==> src/rtl/peripheral_registers_pkg.sv <==
// rtl/peripheral_registers_pkg.sv - register map, STATUS bit positions and serializer states
package peripheral_registers_pkg;

  localparam logic [6:0] REG_LEDS     = 7'd0;
  localparam logic [6:0] REG_TXDATA   = 7'd1;
  localparam logic [6:0] REG_STATUS   = 7'd2;
  localparam logic [6:0] REG_RXDATA   = 7'd3;
  localparam logic [6:0] REG_TIMER_LO = 7'd4;
  localparam logic [6:0] REG_TIMER_HI = 7'd5;

  localparam int STATUS_TX_FULL  = 0;
  localparam int STATUS_TX_EMPTY = 1;
  localparam int STATUS_RX_VALID = 2;
  localparam int STATUS_TX_BUSY  = 3;
  localparam int STATUS_OVERRUN  = 4;

  typedef enum logic [1:0] {
    TX_IDLE  = 2'd0,
    TX_START = 2'd1,
    TX_DATA  = 2'd2,
    TX_STOP  = 2'd3
  } tx_state_t;

  function automatic logic [15:0] pack_status(input logic overrun, input logic tx_busy,
                                              input logic rx_valid, input logic tx_empty,
                                              input logic tx_full);
    logic [15:0] s;
    s = '0;
    s[STATUS_OVERRUN]  = overrun;
    s[STATUS_TX_BUSY]  = tx_busy;
    s[STATUS_RX_VALID] = rx_valid;
    s[STATUS_TX_EMPTY] = tx_empty;
    s[STATUS_TX_FULL]  = tx_full;
    return s;
  endfunction

endpackage

==> src/rtl/peripheral_registers_if.sv <==
// rtl/peripheral_registers_if.sv - hardware-register bus between core (master) and peripherals (slave)
interface peripheral_registers_if;

  logic [6:0]  register_index;
  logic        register_read;
  logic        register_write;
  logic [15:0] register_write_value;
  logic [15:0] register_read_value;

  modport master (
    output register_index,
    output register_read,
    output register_write,
    output register_write_value,
    input  register_read_value
  );

  modport slave (
    input  register_index,
    input  register_read,
    input  register_write,
    input  register_write_value,
    output register_read_value
  );

endinterface

==> src/rtl/peripheral_registers_uart_transmitter.sv <==
// rtl/peripheral_registers_uart_transmitter.sv - 8N1 serializer popping bytes through a ready/valid handshake
module uart_transmitter #(
  parameter int CLOCKS_PER_BIT = 16
) (
  input  logic       clk,
  input  logic       reset,
  input  logic       tx_valid,
  input  logic [7:0] tx_data,
  output logic       tx_ready,
  output logic       tx_busy,
  output logic       uart_tx
);
  import peripheral_registers_pkg::*;

  localparam int BAUD_W = $clog2(CLOCKS_PER_BIT);
  localparam logic [BAUD_W-1:0] BAUD_LAST = BAUD_W'(CLOCKS_PER_BIT - 1);

  tx_state_t         state, state_next;
  logic [BAUD_W-1:0] baud_cnt, baud_next;
  logic [2:0]        bit_idx, bit_next;
  logic [7:0]        shift_reg, shift_next;
  logic              bit_done;

  assign bit_done = (baud_cnt == BAUD_LAST);

  always_ff @(posedge clk) begin
    if (reset) begin
      state     <= TX_IDLE;
      baud_cnt  <= '0;
      bit_idx   <= '0;
      shift_reg <= '0;
    end else begin
      state     <= state_next;
      baud_cnt  <= baud_next;
      bit_idx   <= bit_next;
      shift_reg <= shift_next;
    end
  end

  // The final STOP cycle may accept the next byte, so frames run back to back.
  always_comb begin
    state_next = state;
    baud_next  = '0;
    bit_next   = bit_idx;
    shift_next = shift_reg;
    tx_ready   = 1'b0;
    if (state != TX_IDLE) begin
      baud_next = bit_done ? '0 : baud_cnt + 1'b1;
    end
    case (state)
      TX_IDLE: begin
        tx_ready = 1'b1;
        if (tx_valid) begin
          shift_next = tx_data;
          state_next = TX_START;
        end
      end
      TX_START: begin
        if (bit_done) begin
          state_next = TX_DATA;
          bit_next   = '0;
        end
      end
      TX_DATA: begin
        if (bit_done) begin
          shift_next = {1'b0, shift_reg[7:1]};
          if (bit_idx == 3'd7) begin
            state_next = TX_STOP;
          end else begin
            bit_next = bit_idx + 3'd1;
          end
        end
      end
      TX_STOP: begin
        if (bit_done) begin
          tx_ready = 1'b1;
          if (tx_valid) begin
            shift_next = tx_data;
            state_next = TX_START;
          end else begin
            state_next = TX_IDLE;
          end
        end
      end
      default: state_next = TX_IDLE;
    endcase
  end

  assign tx_busy = (state != TX_IDLE);
  assign uart_tx = (state == TX_START) ? 1'b0 :
                   (state == TX_DATA)  ? shift_reg[0] : 1'b1;

endmodule

==> src/rtl/peripheral_registers.sv <==
// rtl/peripheral_registers.sv - register decode for LEDs, UART TX FIFO/serializer, UART RX holding and cycle timer
module peripheral_registers #(
  parameter int          CLOCKS_PER_BIT = 16,
  parameter int          TX_FIFO_DEPTH  = 4,
  parameter logic [31:0] TIMER_INIT     = 32'h0000_0000
) (
  input  logic                         clk,
  input  logic                         reset,
  peripheral_registers_if.slave        bus,
  output logic [15:0]                  leds,
  output logic                         uart_tx,
  input  logic                         rx_strobe,
  input  logic [7:0]                   rx_byte
);
  import peripheral_registers_pkg::*;

  localparam int PW = $clog2(TX_FIFO_DEPTH);
  localparam logic [PW:0] FIFO_FULL_COUNT = (PW+1)'(TX_FIFO_DEPTH);

  logic        wr_en, rd_en;
  logic        tx_push, tx_pop, tx_full, tx_empty, tx_ready, tx_busy;
  logic        rxdata_rd, status_rd, timer_lo_rd;
  logic        rx_valid, overrun;
  logic [7:0]  rx_data;
  logic [31:0] timer;
  logic [15:0] timer_shadow;
  logic [15:0] read_mux;

  logic [7:0]    fifo_mem [TX_FIFO_DEPTH];
  logic [PW-1:0] wr_ptr, rd_ptr;
  logic [PW:0]   fifo_count;

  // A write strobe suppresses any read side effects in the same cycle.
  assign wr_en       = bus.register_write;
  assign rd_en       = bus.register_read && !bus.register_write;
  assign rxdata_rd   = rd_en && (bus.register_index == REG_RXDATA);
  assign status_rd   = rd_en && (bus.register_index == REG_STATUS);
  assign timer_lo_rd = rd_en && (bus.register_index == REG_TIMER_LO);

  assign tx_full  = (fifo_count == FIFO_FULL_COUNT);
  assign tx_empty = (fifo_count == '0);
  assign tx_push  = wr_en && (bus.register_index == REG_TXDATA) && !tx_full;
  assign tx_pop   = tx_ready && !tx_empty;

  always_ff @(posedge clk) begin
    if (reset) begin
      wr_ptr     <= '0;
      rd_ptr     <= '0;
      fifo_count <= '0;
    end else begin
      if (tx_push) wr_ptr <= wr_ptr + 1'b1;
      if (tx_pop)  rd_ptr <= rd_ptr + 1'b1;
      case ({tx_push, tx_pop})
        2'b10:   fifo_count <= fifo_count + 1'b1;
        2'b01:   fifo_count <= fifo_count - 1'b1;
        default: fifo_count <= fifo_count;
      endcase
    end
  end

  always_ff @(posedge clk) begin
    if (tx_push) fifo_mem[wr_ptr] <= bus.register_write_value[7:0];
  end

  uart_transmitter #(
    .CLOCKS_PER_BIT(CLOCKS_PER_BIT)
  ) u_tx (
    .clk     (clk),
    .reset   (reset),
    .tx_valid(!tx_empty),
    .tx_data (fifo_mem[rd_ptr]),
    .tx_ready(tx_ready),
    .tx_busy (tx_busy),
    .uart_tx (uart_tx)
  );

  // A new byte arriving during an RXDATA read replaces the byte being read, not an unread one.
  always_ff @(posedge clk) begin
    if (reset) begin
      rx_valid <= 1'b0;
      overrun  <= 1'b0;
      rx_data  <= '0;
    end else begin
      if (rx_strobe) begin
        rx_data  <= rx_byte;
        rx_valid <= 1'b1;
      end else if (rxdata_rd) begin
        rx_valid <= 1'b0;
      end
      if (rx_strobe && rx_valid && !rxdata_rd) begin
        overrun <= 1'b1;
      end else if (status_rd) begin
        overrun <= 1'b0;
      end
    end
  end

  always_ff @(posedge clk) begin
    if (reset) begin
      timer        <= TIMER_INIT;
      timer_shadow <= '0;
    end else begin
      timer <= timer + 32'd1;
      if (timer_lo_rd) timer_shadow <= timer[31:16];
    end
  end

  always_ff @(posedge clk) begin
    if (reset) begin
      leds <= '0;
    end else if (wr_en && (bus.register_index == REG_LEDS)) begin
      leds <= bus.register_write_value;
    end
  end

  always_comb begin
    read_mux = '0;
    case (bus.register_index)
      REG_LEDS:     read_mux = leds;
      REG_STATUS:   read_mux = pack_status(overrun, tx_busy, rx_valid, tx_empty, tx_full);
      REG_RXDATA:   read_mux = {8'h00, rx_data};
      REG_TIMER_LO: read_mux = timer[15:0];
      REG_TIMER_HI: read_mux = timer_shadow;
      default:      read_mux = '0;
    endcase
  end

  always_ff @(posedge clk) begin
    if (reset) begin
      bus.register_read_value <= '0;
    end else if (bus.register_read && bus.register_write) begin
      bus.register_read_value <= '0;
    end else if (rd_en) begin
      bus.register_read_value <= read_mux;
    end
  end

endmodule

==> src/flat_wrapper.sv <==
// flat-port wrapper written by rule: the top's interface ports become plain ports
module peripheral_registers_flat import peripheral_registers_pkg::*;
#(
  parameter int          CLOCKS_PER_BIT = 16,
  parameter int          TX_FIFO_DEPTH  = 4,
  parameter logic [31:0] TIMER_INIT     = 32'h0000_0000
)
  (clk, reset, leds, uart_tx, rx_strobe, rx_byte, bus_register_index, bus_register_read, bus_register_write, bus_register_write_value, bus_register_read_value);
  peripheral_registers_if bus_i ();
  input  logic clk;
  input  logic reset;
  output logic [15:0] leds;
  output logic uart_tx;
  input  logic rx_strobe;
  input  logic [7:0] rx_byte;
  input wire logic [$bits(bus_i.register_index)-1:0] bus_register_index;
  input wire logic [$bits(bus_i.register_read)-1:0] bus_register_read;
  input wire logic [$bits(bus_i.register_write)-1:0] bus_register_write;
  input wire logic [$bits(bus_i.register_write_value)-1:0] bus_register_write_value;
  output wire logic [$bits(bus_i.register_read_value)-1:0] bus_register_read_value;
  assign bus_i.register_index = bus_register_index;
  assign bus_i.register_read = bus_register_read;
  assign bus_i.register_write = bus_register_write;
  assign bus_i.register_write_value = bus_register_write_value;
  assign bus_register_read_value = bus_i.register_read_value;
  peripheral_registers #(.CLOCKS_PER_BIT(CLOCKS_PER_BIT), .TX_FIFO_DEPTH(TX_FIFO_DEPTH), .TIMER_INIT(TIMER_INIT)) u_core (.clk(clk), .reset(reset), .bus(bus_i), .leds(leds), .uart_tx(uart_tx), .rx_strobe(rx_strobe), .rx_byte(rx_byte));
endmodule
==> config.mk <==
export PLATFORM = sky130hd
export DESIGN_NAME = peripheral_registers_flat
export DESIGN_NICKNAME = d
export VERILOG_FILES = /design/src/rtl/peripheral_registers_pkg.sv /design/src/rtl/peripheral_registers_if.sv /design/src/rtl/peripheral_registers_uart_transmitter.sv /design/src/rtl/peripheral_registers.sv /design/src/flat_wrapper.sv
export SDC_FILE = /design/constraint.sdc
export NUM_CORES = 1
export LEC_CHECK = 0
export CAP_MARGIN = 10
export CORE_MARGIN = 2
export CORE_UTILIZATION = 50
export CTS_CLUSTER_DIAMETER = 60
export CTS_CLUSTER_SIZE = 25
export DETAILED_ROUTE_END_ITERATION = 10
export GPL_TIMING_DRIVEN = 0
export PLACE_DENSITY = 0.7
export SLEW_MARGIN = 0
export SYNTH_ARGS = -nofsm -noshare
export SYNTH_HDL_FRONTEND = slang
export SYNTH_HIERARCHICAL = 1
export SYNTH_SLANG_ARGS = --single-unit
==> constraint.sdc <==
create_clock -name clk -period 3.5 [get_ports clk]
set_input_delay 0.7 -clock clk [delete_from_list [all_inputs] [get_ports clk]]
set_output_delay 0.7 -clock clk [all_outputs]
set_load 0.05 [all_outputs]
# Word level (Yosys, flattened, before mapping)
# Memories as Yosys holds them, arrays and structs flattened. A register that Yosys moved wholly into a read port is not among the register bits.
# Index checks and enable logic that the tools add are counted.
# word_totals
n_memories	1
elab_cells	100
register_bits	114
ram_bits	32
# op_classes
addsub	7
reduce_logical	29
bitwise	1
muxes	29
eq_ne	19
# memory_table
name	depth	width	read_ports	rd_ports_with_merged_regs	write_ports	line_no	rtl
u_core.fifo_mem	4	8	1	1	1	peripheral_registers.sv:29	logic [7:0] fifo_mem [TX_FIFO_DEPTH];
# op_table
op	n
16-bit case mux with 5 select lines	1
32-bit by 1-bit adder with 32-bit output (second input constant)	1
8-bit 2-to-1 mux	3
8-bit case mux with 3 select lines	1
7-bit by 2-bit equality test with 1-bit output (second input constant)	2
7-bit by 3-bit equality test with 1-bit output (second input constant)	2
2-bit 2-to-1 mux	7
2-bit inequality test (second input constant)	6
3-bit case mux with 2 select lines	2
1-bit logical AND	11
1-bit 2-to-1 mux	10
2-bit nonzero test	5
3-bit 2-to-1 mux	3
2-bit case mux with 4 select lines	1
7-bit by 1-bit equality test with 1-bit output (second input constant)	1
7-bit logical NOT	1
3-bit by 1-bit adder with 3-bit output (second input constant)	2
2-bit equality test (second input constant)	3
3-bit equality test (second input constant)	2
5-bit AND reduction	1
2-bit by 1-bit adder with 2-bit output (second input constant)	2
4-bit by 1-bit adder with 4-bit output (second input constant)	1
2-bit by 1-bit equality test with 1-bit output (second input constant)	2
4-bit equality test (second input constant)	1
11 further kinds	14

# Depth between registers and ports, before layout
# logic_depth
depth_word	6
mapped_depth	12

# By module
# The synthesis kept the hierarchy.
# by_module_without_submodules
module	area_per_inst_um2	seq_area_each_um2	cells_each	instances
peripheral_registers	5660.4	2942.8	569	1
uart_transmitter	967.2	340.3	107	1

# Worst setup path after synthesis
# No wires, ideal clock.
# synth_path
kind	input to register
start	input port bus_register_index[0]
end	register u_core.fifo_count[2]
slack_ps	680
arrival_time_ps	2750
path_buffers	2
path_stages	11
path_cell_list	clkbuf_1 > clkbuf_1 > or3b_2 > nor2_1 > inv_1 > ha_1 > inv_1 > fa_1 > xor2_1 > or3_1 > a21oi_1
# synth_via
elab_chain_cells	5
# synth_rtl
element	line_no	rtl
start: declaration	flat_wrapper.sv:16	input wire logic [$bits(bus_i.register_index)-1:0] bus_register_index;
7-bit by 1-bit equality test with 1-bit output *	peripheral_registers.sv:42	assign tx_push = wr_en && (bus.register_index == REG_TXDATA) && !tx_full;
1-bit logical AND * (2 in a row)	peripheral_registers.sv:42	
2-bit by 1-bit equality test with 1-bit output / 2-bit equality test (equally long branches)	peripheral_registers.sv:53	case ({tx_push, tx_pop})
3-bit case mux with 2 select lines / 2-bit nonzero test (equally long branches)	n/a	
end signal: assignment	peripheral_registers.sv:54	2'b10: fifo_count <= fifo_count + 1'b1;
end signal: assignment	peripheral_registers.sv:55	2'b01: fifo_count <= fifo_count - 1'b1;
end signal: assignment	peripheral_registers.sv:56	default: fifo_count <= fifo_count;
end: declaration	peripheral_registers.sv:31	logic [PW:0] fifo_count;
# Every way passes the cells marked *; elsewhere a longest branch is shown, timed or not.
# A chain may end at the register's enable or synchronous reset.

# Worst setup path after layout
# layout_path
start	register u_core.u_tx.state[0]
end	output port uart_tx
# layout_via
elab_chain_cells	3
# layout_rtl
element	line_no	rtl
start: declaration	peripheral_registers_uart_transmitter.sv:18	tx_state_t state, state_next;
start signal: assignment	peripheral_registers_uart_transmitter.sv:33	state <= state_next;
2-bit equality test	peripheral_registers_uart_transmitter.sv:91	(state == TX_DATA) ? shift_reg[0] : 1'b1;
1-bit 2-to-1 mux	peripheral_registers_uart_transmitter.sv:91	
1-bit 2-to-1 mux *	peripheral_registers_uart_transmitter.sv:90	assign uart_tx = (state == TX_START) ? 1'b0 :
end: declaration	flat_wrapper.sv:13	output logic uart_tx;
# Marks and branches as above.

==> results.ini <==
[hold_path]
hold_depth = 2
hp-class = flop to flop

[floorplanning]
fp.dieH_um = 119
ios = 69
core_area_mm2 = 0.0131
die_w_um = 119
die-area_mm2 = 0.0142
row_count = 42
start_util_pct = 50.7

[setup_path]
endpoint_kind = primary output
crit_type = flop to primary output
critical_path_arrival_ns = 2.49
start_kind = flop
critPathMaxFanout = 10
required_ns = 2.80
reg2reg_depth = 11

[cts]
cts_setup_buffers = 0
clkSinkCount = 148
cts_made_buffers = 17
cts_max_level = 4
clock_latency_ns = 0.44
ctsHoldBuffers = 0
clockBufferDepth = 2
clk_transition_reported_paths_ns = 0.06
cts_tree = done
cts_root_buf = clkbuf_16
ctsResizeCount = 0

[grt]
grt_pass1_wl_mm = 27.2
grt_pass1_vias = 5349
grt_overflow_total = 0
antenna_found_initial = 0
track_usage_pct = 24.8
grt_max_degree = 17

[synth]
synth.largest_area_cell = dfxtp_1
synth_cell_types = 50
synth_nets = 728
ys.flop_type = dfxtp_1
syn_inst = 676
ys_seq_elements = 148
synth_top_area_share_pct = 35.0
synthArstFlopShare_pct = 0
ys_top_cells_by_area = dfxtp_1 35%, edfxtp_1 14%, mux2i_1 7.9%, nand2_1 4.3%, nor2_1 4.2%
yosys_warnings = 6
synth_area_mm2 = 0.00663
syn_avg_cell_area_um2 = 9.80
ys_seq_area_share_pct = 49.5
synth_edf_count = 32

[timing]
finalSetupViolCount = 0
finClkSkew_ns = 0.00881
fmax_mhz = 314
min_period_over_period_pct = 91.1
hold_viol = 0
grt_setup_unrepaired = false
worst_pin_slew_ns = 0.867
min_period_ns = 3.19
maxSlewViolCount = 0
slew_headroom_pct = 41.7

[detailed_routing]
via_per_inst = 5.65
routedWlPerCell_um = 17.8
drcViolationCount = 0
drtAntennaViolNets = 0
via_count = 5377
wl_mm = 16.9
drt_first_pass_iters = 7
drt_iter0_drc = 499

[placement]
dpl.hpwl_mm = 12.4
placedCellCount = 919
post_dp_cell_area_mm2 = 0.00752
portBuffers = 67
gp_congestion = 0.892

[final_layout]
area_delta_synth_final_pct = 22.2
nNetsFinal = 814
mostFrequentLayoutCell = dfxtp_1
final_area_mm2 = 0.00810
drive_above_1_share_pct = 8.65
top_regs = u_core/fifo_mem (32), u_core/timer (32)
num_antenna_cells = 0
fillers = 1074
fin_util_pct = 61.9
final_cell_mix = 116 x dfxtp_1, 76 x nand2_1, 74 x nor2_1
finalNonFillerCells = 951

[power]
power_leakage_nw = 2.97
power.density_mw_per_mm2 = 498
p_total_mw = 4.03
irDropWorstVdd_mv = 0.331

[flow_run]
cap_violations = 0

[status]
status = completed

-- per-stage QoR --
stage	hold slack, ns	setup slack (ns)	TNS [ns]
floorplan	0.418	0.680	0
global placement	0.430	-0.0363	-0.0363
detailed placement	0.447	-0.0589	-0.0589
CTS	0.461	0.313	0
global route	0.482	0.162	0
finish	0.456	0.310	0
-- critical path: stages (launching register included) --
cell	delay [ns]
dfxtp_1	0.42
inv_1	0.13
ha_1	0.28
buf_2	0.22
a21oi_1	0.17
clkdlybuf4s50_1	0.82
-- layer usage --
layer | routed length [um] | GRT usage, %
met1 | 7140 | 29.3
met2 | 8940 | 43.9
met3 | 596 | 5.12
met4 | 272 | 9.75
met5 | 0 | 0
-- path summary, 6_finish.rpt --
check / startpoint / endpoint / slack [ns]
worst max-delay path: u_core/u_tx/state[0] / uart_tx / 0.31
worst min-delay path: u_core/bus.register_read_value[10] / u_core/bus.register_read_value[10] / 0.46
worst max register to register: u_core/u_tx/baud_cnt[0] / u_core/fifo_count[2] / 0.92
worst min register to register: u_core/bus.register_read_value[10] / u_core/bus.register_read_value[10] / 0.46
-- power by group --
part	total (mW)	switching (mW)	internal [mW]
clock	1.79	0.741	1.05
combinational	0.423	0.230	0.192
sequential	1.81	0.0315	1.78
total	4.03	1.00	3.03
-- cell type report --
cell class	count	area, um^2	share of cell area [%]
Sequential cell	148	3280	40.5
Multi-Input combinational cell	473	3120	38.5
Timing Repair Buffer	67	671	8.28
Clock buffer	17	425	5.25
Tap cell	176	220	2.72
Buffer	39	169	2.09
Clock inverter	15	156	1.93
Inverter	16	60.1	0.741
-- Yosys cell counts, drive strengths merged (3+ instances only) --
library cell,n
o22ai,3
o31ai,9
nand2b,5
inv,16
edfxtp,32
mux2,16
ha,15
o221a,3
or3b,4
a31oi,3
nor3,10
nand3,23
buf,10
xor2,13
a22o,3
o21ai,20
or3,6
a22oi,3
nor4,5
a21oi,50
nand4,13
and3,10
or4,11
mux4,8
dfxtp,116
xnor2,5
and2,5
nand2,76
nor3b,3
clkbuf,29
nor2b,7
and4,5
nor2,74
mux2i,52
-- cell families (layout without fill, tap and decap cells) --
family | after synthesis | count (layout) | synth area share (%)
AOI/OAI and AO/OA | 104 | 104 | 9.38
xor gates and xnor gates | 18 | 18 | 2.38
adders and majority gates | 16 | 16 | 3.13
buffers and inverters | 55 | 154 | 3.45
DFF | 148 | 148 | 49.5
muxes | 76 | 76 | 13.3
and+or+nand+nor | 259 | 259 | 18.8
Note: power is estimated with default switching activity, not from simulation.
